File: src/rtl/cdb_arbiter.sv
// rtl/cdb_arbiter.sv - round-robin arbiter sharing CDB broadcast lanes among execution units
module cdb_arbiter #(
  parameter int NUM_REQ  = 5,
  parameter int NUM_LANE = 2,
  parameter int TAG_W    = 3,
  parameter int DATA_W   = 32,
  localparam int SRC_W   = (NUM_REQ > 1) ? $clog2(NUM_REQ) : 1
) (
  input  logic                                 clk,
  input  logic                                 rst,
  input  logic                                 flush,
  input  logic [NUM_REQ-1:0]                   req_valid,
  input  logic [NUM_REQ-1:0][TAG_W-1:0]        req_tag,
  input  logic [NUM_REQ-1:0][DATA_W-1:0]       req_data,
  output logic [NUM_REQ-1:0]                   req_ready,
  output logic [NUM_LANE-1:0]                  lane_valid,
  output logic [NUM_LANE-1:0][TAG_W-1:0]       lane_tag,
  output logic [NUM_LANE-1:0][DATA_W-1:0]      lane_data,
  output logic [NUM_LANE-1:0][SRC_W-1:0]       lane_src,
  output logic                                 dup_tag_err
);

  localparam int IDX_W = SRC_W + 1;
  localparam int CNT_W = $clog2(NUM_LANE + 1);

  logic [SRC_W-1:0]                  r_rr_ptr;
  logic [NUM_LANE-1:0]               r_lane_valid;
  logic [NUM_LANE-1:0][TAG_W-1:0]    r_lane_tag;
  logic [NUM_LANE-1:0][DATA_W-1:0]   r_lane_data;
  logic [NUM_LANE-1:0][SRC_W-1:0]    r_lane_src;
  logic                              r_dup_tag_err;

  logic [NUM_REQ-1:0]                w_grant;
  logic [NUM_LANE-1:0]               w_fill;
  logic [NUM_LANE-1:0][SRC_W-1:0]    w_lane_sel;
  logic [SRC_W-1:0]                  w_next_ptr;
  logic [IDX_W-1:0]                  w_idx;
  logic [CNT_W-1:0]                  w_cnt;
  logic                              w_dup;

  // Scan from r_rr_ptr with wrap; the first NUM_LANE valid requesters win, filling lanes in scan order.
  // Nothing is granted while in reset or during a flush cycle.
  always_comb begin
    w_grant    = '0;
    w_fill     = '0;
    w_lane_sel = '0;
    w_next_ptr = r_rr_ptr;
    w_idx      = '0;
    w_cnt      = '0;
    if (rst && !flush) begin
      for (int j = 0; j < NUM_REQ; j++) begin
        w_idx = IDX_W'(r_rr_ptr) + IDX_W'(j);
        if (w_idx >= IDX_W'(NUM_REQ)) begin
          w_idx = w_idx - IDX_W'(NUM_REQ);
        end
        if (req_valid[w_idx[SRC_W-1:0]] && (w_cnt < CNT_W'(NUM_LANE))) begin
          w_grant[w_idx[SRC_W-1:0]] = 1'b1;
          for (int k = 0; k < NUM_LANE; k++) begin
            if (w_cnt == CNT_W'(k)) begin
              w_fill[k]     = 1'b1;
              w_lane_sel[k] = w_idx[SRC_W-1:0];
            end
          end
          w_cnt      = w_cnt + 1'b1;
          w_next_ptr = (w_idx == IDX_W'(NUM_REQ - 1)) ? '0 : SRC_W'(w_idx + 1'b1);
        end
      end
    end
  end

  // Flag any pair of same-cycle grants that target the same ROB tag.
  always_comb begin
    w_dup = 1'b0;
    for (int i = 0; i < NUM_REQ; i++) begin
      for (int j = i + 1; j < NUM_REQ; j++) begin
        if (w_grant[i] && w_grant[j] && (req_tag[i] == req_tag[j])) begin
          w_dup = 1'b1;
        end
      end
    end
  end

  // Register granted results onto their lanes, advance the round-robin pointer, latch the duplicate flag.
  always_ff @(posedge clk or negedge rst) begin
    if (!rst) begin
      r_rr_ptr      <= '0;
      r_lane_valid  <= '0;
      r_lane_tag    <= '0;
      r_lane_data   <= '0;
      r_lane_src    <= '0;
      r_dup_tag_err <= 1'b0;
    end else if (flush) begin
      r_rr_ptr     <= '0;
      r_lane_valid <= '0;
    end else begin
      r_lane_valid <= w_fill;
      for (int k = 0; k < NUM_LANE; k++) begin
        if (w_fill[k]) begin
          r_lane_tag[k]  <= req_tag[w_lane_sel[k]];
          r_lane_data[k] <= req_data[w_lane_sel[k]];
          r_lane_src[k]  <= w_lane_sel[k];
        end
      end
      if (|w_grant) begin
        r_rr_ptr <= w_next_ptr;
      end
      if (w_dup) begin
        r_dup_tag_err <= 1'b1;
      end
    end
  end

  assign req_ready   = w_grant;
  assign lane_valid  = r_lane_valid;
  assign lane_tag    = r_lane_tag;
  assign lane_data   = r_lane_data;
  assign lane_src    = r_lane_src;
  assign dup_tag_err = r_dup_tag_err;

endmodule
File: config.mk
export PLATFORM = sky130hd
export DESIGN_NAME = cdb_arbiter
export DESIGN_NICKNAME = d
export VERILOG_FILES = /design/src/rtl/cdb_arbiter.sv
export SDC_FILE = /design/constraint.sdc
export NUM_CORES = 1
export LEC_CHECK = 0
export CAP_MARGIN = 5
export CORE_ASPECT_RATIO = 1.1
export CORE_MARGIN = 4
export CORE_UTILIZATION = 38
export CTS_CLUSTER_SIZE = 8
export DETAILED_ROUTE_END_ITERATION = 6
export GPL_TIMING_DRIVEN = 0
export PLACE_DENSITY = 0.76
export SETUP_SLACK_MARGIN = 0.1
export SYNTH_ARGS = -nofsm -noshare
export SYNTH_HDL_FRONTEND = slang
export SYNTH_SLANG_ARGS = --single-unit
File: constraint.sdc
create_clock -name clk -period 8.25 [get_ports clk]
set_input_delay 2.0625 -clock clk [delete_from_list [all_inputs] [get_ports clk]]
set_output_delay 2.0625 -clock clk [all_outputs]
set_load 0.02 [all_outputs]
==> results of run 1 <==
-- where the power goes --
part	switching, µW	internal [µW]	leakage, µW
combinational	2280	1620	0.00367
clock	200	239	0.000141
sequential	121	597	0.000929
total	2600	2460	0.00474
-- layout make-up --
type | count | area share [%]
Multi-Input combinational cell | 841 | 49.8
Timing Repair Buffer | 260 | 22.0
Sequential cell | 82 | 17.4
Buffer | 93 | 4.06
Tap cell | 290 | 3.07
Clock buffer | 10 | 1.94
Inverter | 29 | 0.953
Clock inverter | 6 | 0.625
Antenna cell | 7 | 0.148
-- worst max-delay path, cell delays in order --
cell	delay, ns
clkdlybuf4s50_1	0.51
nand3_1	0.14
a32oi_1	0.17
o22ai_2	0.25
inv_1	0.11
ha_1	0.25
nor4_4	0.37
buf_4	0.18
inv_1	0.10
a21oi_2	0.24
ha_1	0.27
inv_1	0.09
nand4_1	0.17
nand2_2	0.16
nor3_1	0.07
o31ai_2	0.22
buf_4	0.16
inv_1	0.03
dlygate4sd2_1	0.31
-- Yosys cell counts (6+ instances only) --
cell type / number
nand4_1: 10
buf_4: 8
a21oi_1: 35
buf_2: 29
nor2b_1: 10
inv_1: 26
xnor2_1: 31
o31ai_1: 7
nor2_1: 98
a31oi_1: 71
and3_1: 6
buf_1: 8
ha_1: 23
nand3_1: 58
a22oi_1: 6
a221oi_1: 28
mux2i_1: 53
nand2_1: 85
o211ai_1: 6
xor2_1: 8
a21o_1: 41
buf_6: 6
a2bb2oi_1: 36
dfrtp_1: 82
nand2b_1: 10
clkbuf_1: 39
nor3_1: 18
and2_1: 7
mux2_2: 32
mux2_1: 14
o21ai_0: 56
-- final timing paths --
kind / startpoint / endpoint / slack (ns) / cells past startpoint
min reg2reg: lane_src[1] / lane_src[1] / 0.50 / 2
max reg2reg: r_rr_ptr[1] / lane_data[34] / 1.98 / 22
max in group asynchronous: rst / r_rr_ptr[1] / 5.93 / 2
max: req_valid[0] / req_ready[0] / 0.32 / 19
min: lane_src[1] / lane_src[1] / 0.50 / 2
min in group asynchronous: rst / lane_data[15] / 1.63 / 1
-- registers in the layout, indices dropped and copies added, names as in the netlist --
register / flops
lane_valid: 2
lane_src: 6
lane_data: 64
dup_tag_err: 1
lane_tag: 6
r_rr_ptr: 3
-- metal layers --
metal	vias to the layer above	share of wire, %
li1	4444	-
met1	4758	38
met2	595	47
met3	117	10
met4	2	4.7
met5	-	0.026
-- kinds of logic after synthesis --
| logic type | share of synthesized area (%) |
|---|---|
| compound gates | 28.9 |
| xor+xnor | 4.25 |
| fa+ha+maj | 3.65 |
| buf+inv | 6.80 |
| flops | 24.4 |
| mux | 13.2 |
| simple gates | 18.9 |
-- metrics by stage --
stage / std cells / setup WS (ns) / hold WS, ns
6_report: 1618 / 0.319 / 0.502
3_3_place_gp: 1584 / -1.59 / 0.461
5_1_grt: 1613 / 0.116 / 0.546
4_1_cts: 1607 / 0.0978 / 0.503
2_1_floorplan: 1045 / 0.627 / 0.581
3_5_place_dp: 1585 / -1.11 / 0.483
-- timing repair --
item                       CTS  global route
buffers inserted             6             4
setup endpoints to repair    5             5
gates resized for setup     16            25
pin swaps                    5             3
hold buffers                 0             0
==> flow_summary.yaml, run 1 <==
clock_tree:
  numCtsBuffers: 9
  cts_root_buf: "clkbuf_16"
  clk_pin_slew_ns: 0.07
  h-tree-depth: 3
  clk_latency_ns: 0.35
  clockBufferDepth: 2
  cts_tree: "built"
  cts.sinks: 82
die:
  die_w_um: 150
  ios: 267
  dieArea_mm2: 0.0246
  die_height_um: 164
  start_util_pct: 39.0
  row_count: 56
  design.core.area_mm2: 0.0216
route:
  wire_per_inst_um: 23.8
  post-route-drc-count: 0
  drt-initial-drc-count: 889
  drt-total-wl_um: 38500
  via_per_inst: 6.13
  final_antenna_net_count: 0
  first_pass_iters: 6
  vias: 9916
sta:
  period_share_pct: 96.1
  slew_headroom_pct: 47.5
  finalHoldViolations: 0
  drv_slew: 0
  max_freq_ghz: 0.126
  skew_ns: 0.0112
  rsz0062_at_grt: "no"
  max_slew.worst_pin.slew_ns: 0.765
  min_period_ns: 7.93
  tns_ns: 0
  setup_viol: 0
critical_path:
  cp.required_ns: 6.19
  critPathKind: "primary input to output pin"
  cp.arrival_ns: 5.87
  endpoint_kind: "output pin"
  critPathLaunchType: "primary input"
  cp_max_fo: 6
synthesis:
  syn_area_per_cell_um2: 8.06
  seq_area_frac_synth_pct: 24.4
  ys.flop_type: "dfrtp_1"
  synth_nets: 1252
  synth.distinct_cells: 84
  synth-async-reset-ratio_pct: 100
  synth_seq_cells: 82
  ys_warn_count: 0
  yosys.area.top_type: "dfrtp_1"
  synthCells: 1045
  synth_area_leaders: "dfrtp_1, mux2i_1, a31oi_1"
  synth_edf_count: 0
  synth.cell_area_mm2: 0.00842
  netlist.area_leader.share_pct: 24.4
place:
  hpwlAfterDp_um: 29500
  portBuffers: 249
  placed_area_mm2: 0.0113
  gp_congestion: 0.972
final_layout:
  seq_area_mm2: 0.00205
  final_core_util_pct: 54.7
  multiInputGateArea_mm2: 0.00588
  nFillCells: 2084
  fin_area_mm2: 0.0118
  final_cell_mix: "clkdlybuf4s50_1, nor2_1, nand2_1"
  areaGrowthSynthToFinish_pct: 40.3
  final_common_cell: "clkdlybuf4s50_1"
  layout.nets: 1523
  layout-drive-gt1-share_pct: 11.7
power:
  power_density_mw_per_mm2: 429
  ir_worst_vdd_v: 0.000236
  p_leak_uw: 0.00474
  p_total_uw: 5060
grt:
  gr-total-overflow: 0
  grt_max_degree: 62
  gr-usage-all-layers_pct: 30.0
  top_usage_layer: "met2"
  grt_util_met3_pct: 7.92
  grtUsageMet1_pct: 35.7
  antenna_found_initial: 4
  grt_use_met2_pct: 50.2
  grt_pass1_wl_um: 57600
  grt_pass1_vias: 10027
min_path:
  hp-class: "register to register"
status:
  status: "finished, final reports clean"
run:
  drv_cap: 0
No activity file was read; power rests on OpenSTA's default activity.
==> run 2, diff against run 1 <==
==> constraint.sdc (replaced) <==
create_clock -name clk -period 9.4 [get_ports clk]
set_input_delay 2.35 -clock clk [delete_from_list [all_inputs] [get_ports clk]]
set_output_delay 2.35 -clock clk [all_outputs]
set_load 0.02 [all_outputs]
==> flow_summary.yaml, run 2 (synthesized netlist as in run 1, its figures left out) <==
status:
  status: "finished, final reports clean"
clock_tree:
  cts_tree: "built"
  numCtsBuffers: 9
  clockBufferDepth: 2
  clk_pin_slew_ns: 0.07
  cts_root_buf: "clkbuf_16"
  h-tree-depth: 3
  cts.sinks: 82
  clk_latency_ns: 0.35
route:
  wire_per_inst_um: 23.7
  drt-total-wl_um: 38300
  vias: 9933
  first_pass_iters: 5
  post-route-drc-count: 0
  final_antenna_net_count: 0
  via_per_inst: 6.15
  drt-initial-drc-count: 929
sta:
  max_slew.worst_pin.slew_ns: 0.719
  finalHoldViolations: 0
  setup_viol: 0
  rsz0062_at_grt: "no"
  whs_ns: 0.502
  slew_headroom_pct: 50.7
  period_share_pct: 95.9
  drv_slew: 0
  fin_ws_ns: 0.382
  max_freq_ghz: 0.111
  min_period_ns: 9.02
  skew_ns: 0.0118
power:
  p_leak_uw: 0.00468
  power_density_mw_per_mm2: 377
  ir_worst_vdd_v: 0.000206
critical_path:
  cp_max_fo: 10
  cp.required_ns: 7.05
  critPathKind: "primary input to output pin"
  cp.arrival_ns: 6.67
  critPathLaunchType: "primary input"
  endpoint_kind: "output pin"
place:
  gp_congestion: 0.972
  portBuffers: 249
  hpwlAfterDp_um: 29500
  place_ws_ns: -0.386
min_path:
  hp-class: "register to register"
die:
  ios: 267
  die_height_um: 164
  die_w_um: 150
  dieArea_mm2: 0.0246
  design.core.area_mm2: 0.0216
  start_util_pct: 39.0
  row_count: 56
grt:
  gr-total-overflow: 0
  antenna_found_initial: 4
  gr-usage-all-layers_pct: 29.9
  grt_pass1_vias: 9977
  grt_pass1_wl_um: 57400
  grt_max_degree: 62
run:
  drv_cap: 0
final_layout:
  layout.nets: 1522
  final_common_cell: "clkdlybuf4s50_1"
  final_cell_mix: "clkdlybuf4s50_1, nor2_1, nand2_1"
  areaGrowthSynthToFinish_pct: 39.4
  largest_register_ffs: 64
  layout-drive-gt1-share_pct: 10.8
run 2: cell count changes in the layout (fill, tap and decap cells not counted), sizes merged, moves of 2 or more:
cell | previous run | this run
dlygate4sd2 | 2 | 0
dlymetal6s2s | 5 | 2
diode | 7 | 5
clkdlybuf4s50 | 240 | 246
run 2: layout make-up:
| class | instances | area, µm² |
|---|---|---|
| diodes | 5 | 12.5 |
| clock inverters | 6 | 73.8 |
| plain buffers | 93 | 468 |
| flip-flops and latches | 82 | 2050 |
| repair buffers | 259 | 2590 |
| inverters | 29 | 109 |
| clock buffers | 10 | 229 |
| fillers | 2086 | 9840 |
| well taps | 290 | 363 |
| multi-input cells | 841 | 5850 |
run 2: final timing paths:
check,from,slack (ns),cells after the start,to
setup / recovery,req_valid[4],0.38,18,req_ready[0]
hold / removal,lane_src[1],0.50,2,lane_src[1]
setup reg to reg,r_rr_ptr[0],2.51,23,lane_data[46]
hold reg to reg,lane_src[1],0.50,2,lane_src[1]
max in group asynchronous,rst,6.81,2,lane_data[33]
min in group asynchronous,rst,1.92,1,lane_data[15]
run 2: repair_timing:
item | in CTS | in global routing
setup buffers | 2 | 7
hold buffers | 0 | 0
setup endpoints to repair | 5 | 5
resized for setup | 4 | 9
pin swaps | 1 | 3
run 2: per-layer routing:
metal | vias up | track usage [%] | routed length [µm]
met5 | - | 0 | 23
met4 | 4 | 14.3 | 1870
met2 | 605 | 50.0 | 18200
met1 | 4763 | 35.5 | 14400
met3 | 122 | 8.14 | 3860
li1 | 4439 | - | -
run 2: report_power, final:
| group | switching (µW) | internal, µW | total [µW] |
|---|---|---|---|
| Sequential | 107 | 523 | 631 |
| Clock | 176 | 210 | 387 |
| Combinational | 2000 | 1420 | 3410 |
run 2: critical path, cell delays in order:
cell and delay [ns]:
clkdlybuf4s50_1 0.56, nor4b_1 0.23, o31a_1 0.31, nor2_1 0.15, a31oi_1 0.11, ha_1 0.28
nor4_4 0.34, buf_4 0.23, nor2b_1 0.18, a21oi_2 0.07, ha_1 0.31, inv_1 0.09
nand4_1 0.21, nand2_4 0.18, nor3_1 0.07, o31ai_2 0.37, inv_1 0.07, clkdlybuf4s50_1 0.54
run 2: per-stage QoR:
step           area [µm²]  cells  total power, µW  setup TNS [ns]  util, %
3_5_place_dp        11300   1585             3910          -0.791     52.4
6_report            11700   1615             4430               0     54.4
4_1_cts             11600   1603             4320               0     53.9
5_1_grt             11700   1612             4670               0     54.4
3_3_place_gp        11300   1584             3880           -3.34     52.3
2_1_floorplan        8420   1045             2810               0        -
==> run 3, diff against run 2 <==
--- a/config.mk
+++ b/config.mk
@@ -5,7 +5,7 @@
 export SDC_FILE = /design/constraint.sdc
 export NUM_CORES = 1
 export LEC_CHECK = 0
-export CAP_MARGIN = 5
+export CAP_MARGIN = 10
 export CORE_ASPECT_RATIO = 1.1
 export CORE_MARGIN = 4
 export CORE_UTILIZATION = 38
==> constraint.sdc (replaced) <==
create_clock -name clk -period 8.65 [get_ports clk]
set_input_delay 2.1625 -clock clk [delete_from_list [all_inputs] [get_ports clk]]
set_output_delay 2.1625 -clock clk [all_outputs]
set_load 0.02 [all_outputs]
==> flow_summary.yaml, run 3 (synthesized netlist as in run 1, its figures left out) <==
status:
  status: "finished, final reports clean"
place:
  portBuffers: 249
  hpwlAfterDp_um: 29500
  placed_area_mm2: 0.0113
  place_ws_ns: -0.811
  gp_congestion: 0.972
clock_tree:
  cts_tree: "built"
  cts.hold.buffers_added: 0
  clockBufferDepth: 2
  h-tree-depth: 3
  numCtsBuffers: 9
  clk_latency_ns: 0.35
  cts.sinks: 82
  clk_pin_slew_ns: 0.07
  cts_root_buf: "clkbuf_16"
critical_path:
  cp_slowest_stage_delay_ns: 0.49
  critPathLaunchType: "primary input"
  cp_max_fo: 10
  path_cells: "clkdlybuf4s50_1 -> nand3_1 -> a32oi_1 -> o22ai_2 -> inv_1 -> ha_1 -> nor4_4 -> buf_6 -> nor2b_1 -> a21oi_2 -> ha_1 -> inv_1 -> nand4_1 -> nand2_4 -> or4_1 -> a31oi_2 -> dlygate4sd2_1"
  rr_worst_depth: 25
  endpoint_kind: "output pin"
  cp.required_ns: 6.49
  cp.arrival_ns: 6.11
  critPathSlowestCell: "clkdlybuf4s50_1"
  r2r_start: "r_rr_ptr[1]"
  r2r_slack_ns: 2.26
  critPathKind: "primary input to output pin"
  timing.rr.end: "lane_data[58]"
final_layout:
  layout-drive-gt1-share_pct: 11.5
  multiInputGateArea_mm2: 0.00588
  areaGrowthSynthToFinish_pct: 40.2
  final_cell_mix: "clkdlybuf4s50_1, nor2_1, nand2_1"
  fin_area_mm2: 0.0118
  nFillCells: 2080
  seq_area_mm2: 0.00205
  layout.nets: 1523
  largest_register_ffs: 64
  final_common_cell: "clkdlybuf4s50_1"
die:
  row_count: 56
  dieArea_mm2: 0.0246
  design.core.area_mm2: 0.0216
  start_util_pct: 39.0
  die_height_um: 164
  die_w_um: 150
  ios: 267
min_path:
  hp-start: "lane_src[1]"
  hp-class: "register to register"
  hold_path_depth: 2
  worstHoldEndpoint: "lane_src[1]"
grt:
  grt_pass1_wl_um: 57600
  grt_pass1_vias: 10005
  gr-usage-all-layers_pct: 30.0
  grt_max_degree: 62
  antenna_found_initial: 4
  gr-total-overflow: 0
route:
  post-route-drc-count: 0
  drt-initial-drc-count: 970
  drt-total-wl_um: 38400
  wire_per_inst_um: 23.8
  via_per_inst: 6.16
  first_pass_iters: 5
  vias: 9955
  final_antenna_net_count: 0
power:
  power_density_mw_per_mm2: 410
  ir_worst_vdd_v: 0.000225
  p_leak_uw: 0.00472
  p_total_uw: 4840
sta:
  slew_headroom_pct: 49.1
  setup_viol: 0
  finalHoldViolations: 0
  period_share_pct: 95.6
  max_slew.worst_pin.slew_ns: 0.742
  drv_slew: 0
  skew_ns: 0.00886
  max_freq_ghz: 0.121
  rsz0062_at_grt: "no"
  min_period_ns: 8.27
  fin_ws_ns: 0.380
run:
  drv_cap: 0
## run 3: cell type report
class                           count  area share [%]
Antenna cell                        6           0.127
Buffer                             92            3.99
Clock buffer                       10            1.94
Clock inverter                      6           0.625
Inverter                           29           0.954
Multi-Input combinational cell    841            49.8
Sequential cell                    82            17.4
Tap cell                          290            3.07
Timing Repair Buffer              261            22.1
## run 3: critical path: cells and delay by family
family | cells | cell delay [ns]
adder cells (fa/ha/maj) | 2 | 0.55
AO/OA/AOI/OAI | 4 | 0.77
AND/OR/NAND/NOR | 6 | 1.38
buffers and inverters | 5 | 1.23
## run 3: what timing repair did
item	4_1_cts	5_1_grt
setup endpoints to repair	5	5
setup buffers	5	6
pin swaps	3	2
resized for setup	10	22
## run 3: worst max-delay path by stage
stage,start,endpoint,slack [ns],cells past startpoint
after global placement,rst,req_ready[1],-1.39,7
after detailed placement,r_rr_ptr[0],req_ready[3],-0.81,23
final,req_valid[0],req_ready[3],0.38,17
after global routing,r_rr_ptr[1],req_ready[2],0.11,21
after floorplan,req_valid[3],req_ready[3],0.83,16
after CTS,req_valid[4],req_ready[0],0.14,19
## run 3: stage by stage
stage	instances	hold WS (ns)	TNS (ns)	utilization [%]
2_1_floorplan	1045	0.581	0	-
5_1_grt	1613	0.546	0	54.7
3_3_place_gp	1584	0.461	-5.22	52.3
4_1_cts	1606	0.503	0	54.1
6_report	1617	0.500	0	54.7
3_5_place_dp	1585	0.483	-2.88	52.4
## run 3: per-layer routing
metal / part of all wire [%] / global-route usage, % / wire length [µm]
met5: 0.026 / 0 / 10
met2: 47 / 50.0 / 18100
met3: 10 / 7.92 / 3850
met1: 38 / 35.7 / 14500
met4: 5.2 / 14.9 / 2000
## run 3: where the power goes
group	internal (µW)	switching (µW)
Clock	228	190
Combinational	1550	2180
Sequential	569	116
Total	2350	2490
